<file path="config.mk">
export PLATFORM = sky130hd
export DESIGN_NAME = cp0_timer_unit
export DESIGN_NICKNAME = d
export VERILOG_FILES = /design/src/rtl/cp0_timer_unit.sv
export SDC_FILE = /design/constraint.sdc
export NUM_CORES = 1
export LEC_CHECK = 0
export ABC_AREA = 1
export CORE_MARGIN = 2
export CORE_UTILIZATION = 45
export CTS_BUF_LIST = sky130_fd_sc_hd__clkbuf_16
export CTS_CLUSTER_SIZE = 24
export DETAILED_ROUTE_END_ITERATION = 7
export PLACE_DENSITY = 0.72
export SYNTH_ARGS = -nofsm -noshare
export SYNTH_HDL_FRONTEND = slang
export SYNTH_SLANG_ARGS = --single-unit
</file>
<file path="constraint.sdc">
create_clock -name clk -period 6.1 [get_ports clk]
set_input_delay 1.525 -clock clk [delete_from_list [all_inputs] [get_ports clk]]
set_output_delay 1.525 -clock clk [all_outputs]
set_load 0.05 [all_outputs]
</file>
<file path="src/rtl/cp0_timer_unit.sv">
// rtl/cp0_timer_unit.sv - CP0 Count/Compare timer with NUM_CMP channels, prescaler, auto-reload and W1C pending
module cp0_timer_unit #(
   parameter int NUM_CMP  = 2,
   parameter int CNT_W    = 32,
   parameter int PRESCALE = 2
) (
   input  logic               clk,
   input  logic               resetn,
   input  logic               wen,
   input  logic [4:0]         waddr,
   input  logic [31:0]        wdata,
   input  logic [4:0]         raddr,
   output logic [31:0]        rdata,
   input  logic               cnt_halt,
   output logic [NUM_CMP-1:0] irq,
   output logic               irq_any
);

   localparam int PW = (PRESCALE > 1) ? $clog2(PRESCALE) : 1;
   localparam logic [PW-1:0] PRESC_MAX = PW'(PRESCALE - 1);

   logic [CNT_W-1:0]   count;
   logic               en;
   logic [NUM_CMP-1:0] ar;
   logic [NUM_CMP-1:0] pend;
   logic [NUM_CMP-1:0] mask;
   logic [NUM_CMP-1:0] match_q;
   logic [CNT_W-1:0]   compare [NUM_CMP];
   logic [CNT_W-1:0]   period  [NUM_CMP];
   logic [PW-1:0]      presc;

   logic               tick;
   logic               wr_count, wr_ctrl, wr_pend, wr_mask;
   logic [NUM_CMP-1:0] wr_cmp, wr_per;
   logic [NUM_CMP-1:0] match_now, hit, clr;

   always_comb begin
      tick     = (presc == PRESC_MAX) && en && !cnt_halt;
      wr_count = wen && (waddr == 5'd0);
      wr_ctrl  = wen && (waddr == 5'd1);
      wr_pend  = wen && (waddr == 5'd2);
      wr_mask  = wen && (waddr == 5'd3);
      wr_cmp   = '0;
      wr_per   = '0;
      match_now = '0;
      hit       = '0;
      for (int i = 0; i < NUM_CMP; i++) begin
         wr_cmp[i]    = wen && (waddr == 5'(4 + 2*i));
         wr_per[i]    = wen && (waddr == 5'(5 + 2*i));
         match_now[i] = (count == compare[i]);
         // Edge-detected so a persisting match pends only once
         hit[i]       = match_now[i] && !match_q[i] && en;
      end
      // Compare writes acknowledge the timer interrupt, as on MIPS
      clr = (wr_pend ? wdata[NUM_CMP-1:0] : '0) | wr_cmp;
   end

   always_ff @(posedge clk or negedge resetn) begin
      if (!resetn) begin
         count   <= '0;
         presc   <= '0;
         en      <= 1'b0;
         ar      <= '0;
         pend    <= '0;
         mask    <= '0;
         match_q <= '0;
         for (int i = 0; i < NUM_CMP; i++) begin
            compare[i] <= '1;
            period[i]  <= '0;
         end
      end else begin
         if (wr_count) begin
            count <= wdata[CNT_W-1:0];
            presc <= '0;
         end else if (tick) begin
            count <= count + CNT_W'(1);
            presc <= '0;
         end else if (en && !cnt_halt) begin
            presc <= presc + PW'(1);
         end
         if (wr_ctrl) begin
            en <= wdata[0];
            ar <= wdata[8 +: NUM_CMP];
         end
         if (wr_mask)
            mask <= wdata[NUM_CMP-1:0];
         pend    <= (pend & ~clr) | hit;
         match_q <= match_now;
         for (int i = 0; i < NUM_CMP; i++) begin
            if (wr_cmp[i])
               compare[i] <= wdata[CNT_W-1:0];
            else if (hit[i] && ar[i])
               compare[i] <= compare[i] + period[i];
            if (wr_per[i])
               period[i] <= wdata[CNT_W-1:0];
         end
      end
   end

   always_comb begin
      rdata = '0;
      if (raddr == 5'd0) begin
         rdata = 32'(count);
      end else if (raddr == 5'd1) begin
         rdata[0]            = en;
         rdata[8 +: NUM_CMP] = ar;
      end else if (raddr == 5'd2) begin
         rdata[NUM_CMP-1:0] = pend;
      end else if (raddr == 5'd3) begin
         rdata[NUM_CMP-1:0] = mask;
      end else begin
         for (int i = 0; i < NUM_CMP; i++) begin
            if (raddr == 5'(4 + 2*i))
               rdata = 32'(compare[i]);
            else if (raddr == 5'(5 + 2*i))
               rdata = 32'(period[i]);
         end
      end
   end

   assign irq     = pend & mask;
   assign irq_any = |irq;

endmodule

</file>
==> metrics list <==
- In the global route stage, met1 resource usage came out at 0.513.
* Setup TNS Final: 0 ns
- The count of final hold-check violations is 0.
- The worst hold path begins at compare[14].
- STA classifies the critical path startpoint as an input port.
* Total global-route track usage: 0.367
- Slew HR: 0.223
* Worst-case vdd ir drop: 252 uV
- Number of antenna violations at the first check in global routing: 1
* Final count of pins violating max slew: 0
* Highest-delay cell along the critical path: nand2_1
- Clk slew on worst S/H paths: 0.07 ns
* Detailed-route wire length per cell: 21.4 um
- Area of the die: 35000 um^2
- CTS max path bufs: 2
- Via count of the first global-routing pass: 15590
- Most frequent standard cell in the layout excluding fill and tap cells: nand2_1
* Final cell area excluding filler cells: 17000 um^2
- Before antenna repair, the detailed router went through 5 iterations.
- Final RePlAce weighted congestion: 1.02
* Async set-reset flop share out of synthesis: 1.00
* TritonCTS clock tree: yes
- DRC viols: 0
- Top library cells by usage in the layout, fill and taps aside: nand2_1 (1008), inv_1 (371), nor2_1 (179)
- STA classifies the critical path endpoint as an output port.
- Post-detailed-routing wire length: 63.8 mm
* Setup fix buffers added after clock tree synthesis: 0
- Clock tree skew after final layout: 0.0195 ns
- The number of hold buffers added after CTS was 0.
* Crit path arrival time: 4.07 ns
- Setup Slack @ Placement: 0.625 ns
* Number of buffers added on ports: 80
- Setup slack of the critical path after layout: 0.501 ns
* Final antenna-violating net count: 0
* Starting density of the core: 0.454
- Across the run, the number of max-cap violations was 0.
- The detailed router finished its first iteration with 1592 violations.
- Synth Area in Adders: 0.0548
- Largest stage delay on the critical path: 0.61 ns
- Synth Area in Compound Gates: 0.114
* First-pass GRT wire length: just under 100 mm
* Post-synthesis to final-layout area growth: 12.3%
* Power density relative to cell area: around 340 nW/um^2
- In the global route stage, met2 resource usage came out at 0.582.
* Series of cell instances along the critical path: clkdlybuf4s50_1 > inv_1 > nor3_1 > nand2_1 > o21ai_0 > a211oi_1 > o22ai_1 > buf_12
- The number of antenna diodes in the final layout is 0.
* Area after detailed placement: ~16000 um^2
- The floorplan step set the die width to 187 um.
- Worst reg-to-reg path cell count: 13
- In this run the register-to-register setup slack is 3.26 ns.
- Cell family contributing the most delay on the critical path: simple AND/OR/NAND/NOR gates
- The net count of the finished layout is around 2600.
- After synthesis the cells add up to 15100 um^2.
* Dominant combinational cell family by area after synthesis: simple AND/OR/NAND/NOR gates
- Min cycle time layout: ~5.6 ns
* DR vias/cell: about 5.5
- Final critical-path share of the clock period: 0.918
- After synthesis, the cell types taking the most area are nand2_1 (25%), dfrtp_1 (18%), dfstp_2 (11%).
- CTS root buf: clkbuf_16
- Critical path type: in2out
- Total nets after synthesis: 2591
- Avg Synthesized Cell Area: 6.09 um^2
* Post-synthesis sequential area ratio: 0.287
* Met3 demand-to-capacity share in global routing: 0.0520
* Seq cells post-synth: between 150 and 200
* Predominant post-synthesis flop cell: dfrtp_1
- Portion of synthesized cell area occupied by the leading cell type: 0.251
- For the worst-skew pair, the clock arrives at the later sink with an insertion delay of 0.47 ns.
- Status: finished, final reports clean
* Tightest hold margin: 0.500 ns
* Transition time of the tightest slew-check pin: 1.16 ns
- Entering global routing, the biggest net connects 171 pins.
- Of all cell types, the one taking the most synthesized area is nand2_1.
- CTS H-tree depth: 4
- Once the clock tree was built, the resizer swapped 0 gates to a different size.
- Count of standard-cell rows: 67
* CTS Buf Count: 17
- Measured against the total synthesized area, the mux share comes to 0.
- Worst R2R Start: period[0]
* Ports: 81
- Share of the core filled with cells: 0.510
* Worst Path Buf+Inv: 3
- Worst Hold Class: reg2reg
- Summed over all cells, the static leakage comes to 8.80 nW.
- In this run the critical register-to-register path is captured at compare[14].
* Setup repair after global routing missed its margin: false
- Number of setup violations in the final report: 0
* Total overflow reported by the global router: 0
* HPWL reported at the end of detailed placement: 52.4 mm
- Total number of vias: 16347
* Number of enable-type register cells in the synthesized netlist: 0
* Synth Warn #: 0
* Fraction of layout instances using a drive strength above 1: 0.0725
* Synth Area in XOR/XNOR: 0.0359
- Synthesis instantiated 46 different standard cells from the library.
- Of all nets on the critical path, the largest fanout is 23.
- Synthesized-area fraction occupied by and/or/nand/nor cells: 0.387
- Number of sinks driven by the clock tree: 170
* Vertical extent of the die: roughly 190 um
* Post-synthesis instance total: 2480
- Crit path required time: 4.58 ns
- Hold endpoint: compare[14]
- Along the worst hold path, the cell count comes to 2.
- The floorplan step defined a core boundary enclosing 33300 um^2.
- For this run, the top clock speed supported by timing is roughly 180 MHz.
- Grt peak-use layer: met2
through the flow:
| stage | std cells | power (mW) |
|---|---|---|
| after floorplan | 2480 | 3.62 |
| after global placement | 2953 | 4.57 |
| after detailed placement | 2953 | 4.60 |
| after CTS | 2985 | 5.67 |
| after global routing | 2985 | 6.11 |
| final | 2985 | 5.74 |
synthesized netlist by cell type, drive strengths merged (25+ instances only):
library cell	number
a211oi	27
a21oi	49
buf	25
clkbuf	43
dfrtp	106
dfstp	64
ha	63
inv	387
nand2	1013
nand3	139
nand4	40
nor2	192
o21ai	155
o22ai	29
xnor2	34
xor2	28
final cells by class:
| type | count | area [um^2] |
|---|---|---|
| Sequential cell | 170 | 4330 |
| Tap cell | 448 | 561 |
| Multi-Input combinational cell | 1855 | 8960 |
| Clock buffer | 17 | 425 |
| Fill cell | 3576 | 16300 |
| Clock inverter | 15 | 133 |
| Timing Repair Buffer | 93 | 1090 |
| Inverter | 387 | 1450 |
how the worst max path moves through the flow:
stage,from,end,cells past startpoint
after global routing,raddr[2],rdata[11],8
after global placement,raddr[2],rdata[19],8
after detailed placement,raddr[2],rdata[11],8
final,raddr[2],rdata[15],8
after floorplan,raddr[0],rdata[1],7
after CTS,raddr[2],rdata[11],8
flip-flops by register name (all words and copies together), names as in the netlist:
register	cells
compare	64
pend	2
count	32
presc	1
ar	2
period	64
match_q	2
en	1
mask	2
logic make-up after synthesis:
logic type	count (synthesis)
buffers and inverters	455
AO/OA/AOI/OAI	299
XOR/XNOR	62
flip-flops	170
adder cells (fa/ha/maj)	65
AND/OR/NAND/NOR	1429
power by group:
part | switching [mW] | total (mW) | internal [mW] | leakage, nW
clock network | 0.531 | 1.07 | 0.538 | 0.272
registers | 0.564 | 2.05 | 1.48 | 2.03
logic | 1.71 | 2.62 | 0.908 | 6.49
layer usage:
layer,routed length [um],part of all wire
met1,28400,0.44
met2,28500,0.45
met3,4940,0.077
met4,2040,0.032
met5,13,0.00020
worst reg2reg max path, cell delays in order (launching register included):
cell and delay, ns:
dfrtp_1 0.46, ha_1 0.29, fa_1 0.50, nand3_1 0.13, nand3_1 0.22, nand2_1 0.13, nand2_1 0.19, nand2_1 0.12
nand2_1 0.13, or2_2 0.30, nand3_1 0.08, o21ai_0 0.10, nand2_1 0.08, nand2_1 0.05
Power figures use the tool's default switching activity.
